## src/rtl/contador_pkg.sv

```systemverilog
// Shared types for the contador family: counting modes and direction encoding.
// Pure declarations, no logic.
package contador_pkg;

   typedef enum logic [1:0] {
      CRESCENTE   = 2'b00,
      DECRESCENTE = 2'b01,
      VAIVEM      = 2'b10,
      PARADO      = 2'b11
   } modo_t;

   localparam logic SENTIDO_SOBE  = 1'b0;
   localparam logic SENTIDO_DESCE = 1'b1;

endpackage

```

## src/rtl/contador_limites.sv

```systemverilog
// Combinational limit comparator: flags saida at/outside the window and inverted limits.
// Zero latency, no flow control.
module contador_limites #(
   parameter int WIDTH = 4
) (
   input  logic [WIDTH-1:0] saida,
   input  logic [WIDTH-1:0] limite_min,
   input  logic [WIDTH-1:0] limite_max,
   output logic             no_min,
   output logic             no_max,
   output logic             fora_faixa,
   output logic             erro
);

   assign no_min     = (saida == limite_min);
   assign no_max     = (saida == limite_max);
   assign fora_faixa = (saida < limite_min) || (saida > limite_max);
   assign erro       = (limite_min > limite_max);

endmodule

```

## src/rtl/contador_vaivem_param.sv

```systemverilog
// Up/down/bounce counter with programmable limits; outputs registered (erro comb), one step per enabled edge.
// CONTADOR_VAIVEM_PAUSA_EN: bounce holds the limit value for one extra step on turnaround.
module contador_vaivem_param
   import contador_pkg::*;
#(
   parameter int WIDTH = 4
) (
   input  logic             clock,
   input  logic             reset,
   input  logic             enable,
   input  modo_t            modo,
   input  logic             load,
   input  logic [WIDTH-1:0] load_value,
   input  logic [WIDTH-1:0] limite_min,
   input  logic [WIDTH-1:0] limite_max,
   output logic [WIDTH-1:0] saida,
   output logic             sentido,
   output logic             extremo,
   output logic             erro
);

   localparam logic [WIDTH-1:0] UM = WIDTH'(1);

   logic             no_min;
   logic             no_max;
   logic             fora_faixa;
   logic [WIDTH-1:0] saida_nxt;
   logic             sentido_nxt;
   logic             extremo_nxt;
   logic [WIDTH-1:0] carga;
   logic             sobe;

   contador_limites #(.WIDTH(WIDTH)) u_limites (
      .saida      (saida),
      .limite_min (limite_min),
      .limite_max (limite_max),
      .no_min     (no_min),
      .no_max     (no_max),
      .fora_faixa (fora_faixa),
      .erro       (erro)
   );

   always_comb begin
      carga = load_value;
      if (load_value < limite_min)
         carga = limite_min;
      else if (load_value > limite_max)
         carga = limite_max;
   end

   // Effective direction of this step, before any sentido rewrite by the mode.
   assign sobe = (modo == CRESCENTE) || ((modo == VAIVEM) && (sentido == SENTIDO_SOBE));

   always_comb begin
      saida_nxt   = saida;
      sentido_nxt = sentido;
      extremo_nxt = 1'b0;
      if (erro) begin
         saida_nxt = saida;
      end else if (load) begin
         saida_nxt = carga;
      end else if (enable && (modo != PARADO)) begin
         if (modo == CRESCENTE)
            sentido_nxt = SENTIDO_SOBE;
         else if (modo == DECRESCENTE)
            sentido_nxt = SENTIDO_DESCE;

         if (fora_faixa) begin
            saida_nxt = sobe ? limite_min : limite_max;
         end else begin
            case (modo)
               CRESCENTE: begin
                  extremo_nxt = no_max;
                  saida_nxt   = no_max ? limite_min : saida + UM;
               end
               DECRESCENTE: begin
                  extremo_nxt = no_min;
                  saida_nxt   = no_min ? limite_max : saida - UM;
               end
               VAIVEM: begin
                  if (sobe ? no_max : no_min) begin
                     extremo_nxt = 1'b1;
                     sentido_nxt = ~sentido;
`ifdef CONTADOR_VAIVEM_PAUSA_EN
                     saida_nxt   = saida;
`else
                     // min == max makes both flags true: stay put.
                     if (sobe)
                        saida_nxt = no_min ? saida : saida - UM;
                     else
                        saida_nxt = no_max ? saida : saida + UM;
`endif
                  end else begin
                     saida_nxt = sobe ? saida + UM : saida - UM;
                  end
               end
               default: saida_nxt = saida;
            endcase
         end
      end
   end

   always_ff @(posedge clock or negedge reset) begin
      if (!reset) begin
         saida   <= '0;
         sentido <= SENTIDO_SOBE;
         extremo <= 1'b0;
      end else begin
         saida   <= saida_nxt;
         sentido <= sentido_nxt;
         extremo <= extremo_nxt;
      end
   end

endmodule

```

## config.mk

```make
export PLATFORM = sky130hd
export DESIGN_NAME = contador_vaivem_param
export DESIGN_NICKNAME = d
export VERILOG_FILES = /design/src/rtl/contador_pkg.sv /design/src/rtl/contador_limites.sv /design/src/rtl/contador_vaivem_param.sv
export SDC_FILE = /design/constraint.sdc
export NUM_CORES = 1
export LEC_CHECK = 0
export CAP_MARGIN = 20
export CORE_MARGIN = 2
export CORE_UTILIZATION = 30
export CTS_CLUSTER_SIZE = 8
export DETAILED_ROUTE_END_ITERATION = 7
export MAX_ROUTING_LAYER = met4
export PLACE_DENSITY_LB_ADDON = 0.05
export SYNTH_ARGS = -nofsm -noshare
export SYNTH_HDL_FRONTEND = slang
export SYNTH_HIERARCHICAL = 1
export SYNTH_SLANG_ARGS = --single-unit
```

## constraint.sdc

```tcl
create_clock -name clock -period 2.29 [get_ports clock]
set_input_delay 0.458 -clock clock [delete_from_list [all_inputs] [get_ports clock]]
set_output_delay 0.458 -clock clock [all_outputs]
set_load 0.01 [all_outputs]
```

After elaboration in Yosys (flattened, before gate mapping)
Cells that the tools add are included. Widths: inputs -> output; s select.

Logic and storage cells: 55. Input port bits: 18. Output and inout port bits: 7. Register bits after elaboration: 6.

Muxes and demuxes: 26. Reductions and logical operators: 9. Order comparisons: 5. Bitwise operators: 3. Add/sub/neg operators: 2. Equality and inequality tests: 7.

Operator list (number): $mux 4 (13); $gt 4x4->1 (3); $ne 6x6->1 const B (2); $pmux 4 s3 (1); $mux 1 (11); $eq 4x4->1 (2); $lt 4x4->1 (2); $reduce_and 5->1 (1); $reduce_bool 5->1 (1); $add 4x1->4 const B (1); $sub 4x1->4 const B (1); $not 1->1 (3); $pmux 1 s3 (1); $reduce_and 3->1 (1); $eq 2x1->1 const B (1); $eq 2x2->1 const B (1); $logic_and 1x1->1 (2); $logic_not 2->1 (1); $logic_or 1x1->1 (2); $ne 2x2->1 const B (1); $reduce_bool 2->1 (1).

Logic depth before layout (Yosys ltp)
Depth in word-level cells: 10. Gate-level depth with buffers: 12. Depth with buffers taken out: 11.

Modules after synthesis
Netlist, hierarchy kept.

Modules (own cells, without submodules): contador_vaivem_param (cells each 137, area each 1088.5 µm², instances 1, sequential area each 150.1 µm²); contador_limites (cells each 36, area each 286.5 µm², instances 1, sequential area each 0.0 µm²).

Least setup slack after synthesis
No wires, ideal clock.

Path kind: reg-to-reg. Start point: register saida[0]. End point: register saida[3]. Data arrival time: 2262 ps. Setup time: 126 ps. Setup slack: -98 ps. Path buffers: 1. Data required time: 2164 ps. Period minus slack after synthesis: 2388 ps. Stages on the path, launching flop included: 10. Cells stage by stage: dfrtp_1 -> inv_1 -> ha_1 -> and4_1 -> buf_2 -> or3b_1 -> o21ai_2 -> mux2i_1 -> xnor2_1 -> a311o_1.

Elaborated cells on any way between the ends: 23. Those cells by class: 2 x add/sub; 2 x order compare; 4 x eq/ne; 12 x mux; 3 x reduce/logical.

RTL lines: from (decl) (RTL line contador_vaivem_param.sv:16) `output logic [WIDTH-1:0] saida,`; from (signal assigned) (RTL line contador_vaivem_param.sv:109) `saida <= saida_nxt;`; $eq 4x4->1 (*) (RTL line contador_limites.sv:15) `assign no_min = (saida == limite_min);`; named net no_min (RTL line contador_vaivem_param.sv:24) `logic no_min;`; $mux 1 (RTL line contador_vaivem_param.sv:81) `if (sobe ? no_max : no_min) begin`; $mux 4 (RTL line contador_vaivem_param.sv:81); $pmux 4 s3 (RTL line contador_vaivem_param.sv:71) `case (modo)`; $mux 4 (RTL line contador_vaivem_param.sv:68) `if (fora_faixa) begin`; $mux 4 (RTL line contador_vaivem_param.sv:62) `end else if (enable && (modo != PARADO)) begin`; $mux 4 (RTL line contador_vaivem_param.sv:60) `end else if (load) begin`.

The timed path passes the listed nets; every way through them passes the cells marked *. The select of a mux whose other input is x is not followed. A chain may end at the register's enable or synchronous reset.

Worst setup path after layout
Start point: register saida[1]. End point: register saida[2].

Elaborated cells on any way between the ends: 23. Those cells by class: 2 x add/sub; 2 x order compare; 4 x eq/ne; 12 x mux; 3 x reduce/logical.

RTL lines: $lt 4x4->1 / $gt 4x4->1 (equally long branches) (RTL line contador_limites.sv:17) `assign fora_faixa = (saida < limite_min) || (saida > limite_max);`; $logic_or 1x1->1 (*) (RTL line contador_limites.sv:17); named net fora_faixa (RTL line contador_vaivem_param.sv:26) `logic fora_faixa;`; parallel branches: the longest is 3 deep, another holds $ne 6x6->1.

Mark *: on every way through the listed nets, which the timed path passes. The select of a mux whose other input is x is not followed.

==> flow_summary.toml <==
[synth]
synthXorXnorAreaFrac_pct = 4.46
seq_area_frac_synth_pct = 10.9
synthSimpleGateAreaFrac_pct = 20.6
synth_area_per_cell_um2 = 7.95
synth_top_area_share_pct = 22.7
async_reset_ff_share_pct = 100
ys_ff_latch = 6
yosys.area.top_type = "ha_1"
synth-compound-area-share_pct = 26.5
synth_top_family_by_area = "compound AO/OA/AOI/OAI gates"
synth_area_leaders = "ha_1 23%, dfrtp_1 11%, mux2i_1 6.6%, inv_1 5.7%, a21oi_1 5.1%"
netlist_area_um2 = 1380
synthMuxAreaShare_pct = 7.37
synthAdderAreaFrac_pct = 22.7
synth_cell_types = 45
synth_cells = 173
ys.flop_type = "dfrtp_1"
synth_nets = 216
synth-edff-count = 0
ys_warn_count = 6

[critical_path]
end_kind = "flop"
critPathMaxFanout = 4
path_class = "reg -> reg"
cpLargestDelayFamily = "compound AO/OA/AOI/OAI gates"
crit_chain = "ha_1 > and2b_2 > o211ai_1 > a21o_1 > buf_6 > a21o_4 > a21oi_4 > a221o_1 > a211o_1"
critical_path_buf_inv_count = 1
critPathRequiredTime_ns = 2.39
crit_slowest_cell = "dfrtp_2"
worst_setup_path_start_kind = "flop"
arrival_ns = 2.45
max_stage_delay_ns = 0.43

[floorplanning]
core_um2 = 4380
pin_count = 25
dieArea_um2 = 5140
fp-row-count = 24
die_w_um = 71.7
start_util_pct = 31.4
die-height_um = 71.7

[route]
wl_per_cell_um = 16.2
num_vias = 1588
avgViaCountPerCell = 5.33
dr.first_iter.drc_count = 96
drtAntennaViolNets = 0
drc = 0
drtPass1Iterations = 4
routed_wl_um = 4820

[timing]
fin_crit_sh_pct = 102
tightest_slew_ns = 0.392
timing.final.max_slew_violations = 0
hold_violations = 0
fmax_mhz = 426
setup_viol = 3
fin_tns_setup_ns = -0.110
layout_min_cycle_time_ns = 2.35
rsz0062_at_grt = "true"
relSlewSlack_pct = 73.2
setup_ws_ns = -0.0566
skew_ns = 0.00151

[power]
power.share.clock_pct = 10.4
combPwrFrac_pct = 77.8
cellPowerDensity_nw_per_um2 = 722
switching_share_pct = 42.5
worst_ir_drop_vdd_mv = 0.282
total_power_mw = 1.66
switchingPower_mw = 0.708
leakagePower_nw = 1.03
seq_power_share_pct = 11.8
power.internal_mw = 0.957

[final_layout]
nets = 290
area_growth_pct = 67.6
final-instance-count-excl-fill = 298
drive_gt1_share_pct = 44.7
antenna_cells = 0

[place]
numPortBuffers = 24
dpl.cell_count = 288
routabilityCongestion = 0.931
dpl.hpwl_um = 3770

[clocking]
cts_buffer_depth = 2
cts_buffers = 3
cts_tree = "built"
cts.sinks = 6
postCtsHoldBufs = 0
cts.reportedPaths.clkPinSlew_ns = 0.04
clock_latency_ns = 0.22
cts_root_buffer = "clkbuf_8"
cts.htree.levels = 1

[status]
violations = "negative setup slack"
status = "finished with violations"

[grt]
grt_pass1_wl_um = 7930
gr-usage-met2_pct = 33.4
grt_pass1_vias = 1641
overflow = 0
track_usage_pct = 20.2
grt_start_max_net_pins = 10
top_usage_layer = "met2"
grt_util_met1_pct = 25.7
grt_util_met3_pct = 3.66
antenna_found_initial = 0

[hold_path]
min_path_type = "in -> async"

[job]
drv_cap = 0
-- stage by stage --
stage	area (um^2)	hold slack, ns	worst slack, ns	util [%]
2_1_floorplan	1410	0.162	0.00468	-
3_3_place_gp	2010	0.595	-0.788	45.8
3_5_place_dp	2010	0.591	-0.830	45.8
4_1_cts	2220	0.504	-0.0533	50.7
5_1_grt	2300	0.516	-0.131	52.6
6_report	2300	0.500	-0.0566	52.6
-- placed cells by master (no fill, tap or decap), types with 4 or more instances in the layout --
| master | netlist | routed |
|---|---|---|
| a21oi_1 | 14 | 10 |
| buf_4 | 0 | 45 |
| buf_6 | 0 | 6 |
| clkdlybuf4s15_2 | 0 | 5 |
| clkdlybuf4s50_1 | 0 | 13 |
| ha_1 | 25 | 16 |
| ha_4 | 0 | 6 |
| inv_1 | 21 | 16 |
| inv_2 | 0 | 5 |
| mux2i_1 | 9 | 7 |
| nand2_1 | 6 | 6 |
| nand2b_1 | 5 | 4 |
| nand3_1 | 6 | 6 |
| nor2_1 | 12 | 11 |
| o21ai_0 | 10 | 9 |
| xnor2_1 | 6 | 6 |
-- path summary, 6_finish.rpt --
| kind | start | to | slack (ns) | depth (start not counted) |
|---|---|---|---|---|
| setup / recovery | saida[1] | saida[2] | -0.06 | 9 |
| hold / removal | reset | extremo | 0.50 | 1 |
| setup reg to reg | saida[1] | saida[2] | -0.06 | 9 |
| hold reg to reg | sentido | sentido | 0.60 | 1 |
| max in group asynchronous | reset | saida[0] | 1.52 | 1 |
| min in group clock | sentido | sentido | 0.60 | 1 |
-- power by group through the flow --
| stage | Combinational (mW) | Sequential [mW] | Clock (mW) |
|---|---|---|---|
| 2_1_floorplan | 0.588 | 0.210 | 0 |
| 3_3_place_gp | 1.01 | 0.188 | 0 |
| 3_5_place_dp | 1.03 | 0.188 | 0 |
| 4_1_cts | 1.20 | 0.199 | 0.180 |
| 5_1_grt | 1.41 | 0.204 | 0.188 |
| 6_report | 1.29 | 0.197 | 0.173 |
-- synthesized netlist by cell type (2+ instances only) --
cell type / instances
ha_1: 25
inv_1: 21
a21oi_1: 14
nor2_1: 12
o21ai_0: 10
mux2i_1: 9
dfrtp_1: 6
nand2_1: 6
nand3_1: 6
xnor2_1: 6
nand2b_1: 5
nor2b_1: 5
buf_2: 4
a21o_1: 3
and4_1: 3
o211ai_1: 3
a2111oi_0: 2
a211o_1: 2
a211oi_1: 2
a311oi_1: 2
nor3_1: 2
o21a_1: 2
-- final cells by class --
class / instances / area [um^2]
inverters: 21 / 78.8
fillers: 428 / 2080
multi-input cells: 141 / 1340
well taps: 52 / 65.1
repair buffers: 74 / 627
clock buffers: 4 / 45.0
flip-flops and latches: 6 / 154
-- sequential cells by signal (all words and copies together), names as in the netlist --
name,cells
sentido,1
saida,4
extremo,1
-- layer usage --
| metal | share of wire [%] | routed length (um) |
|---|---|---|
| met5 | 0 | 0 |
| met4 | 1.6 | 79 |
| met3 | 3.9 | 189 |
| met2 | 49 | 2340 |
| met1 | 46 | 2210 |
-- logic make-up after synthesis --
| logic type | count (synthesis) |
|---|---|
| buffers and inverters | 26 |
| adder cells (fa/ha/maj) | 25 |
| flip-flops | 6 |
| XOR/XNOR | 7 |
| AND/OR/NAND/NOR | 49 |
| AO/OA/AOI/OAI | 50 |
| multiplexers | 10 |
-- repair_timing --
item	in CTS	in global routing
endpoints found under the setup margin	7	5
setup buffers	6	1
gates resized for setup	62	14
pin swaps	17	10
No activity file was read; power rests on OpenSTA's default activity.
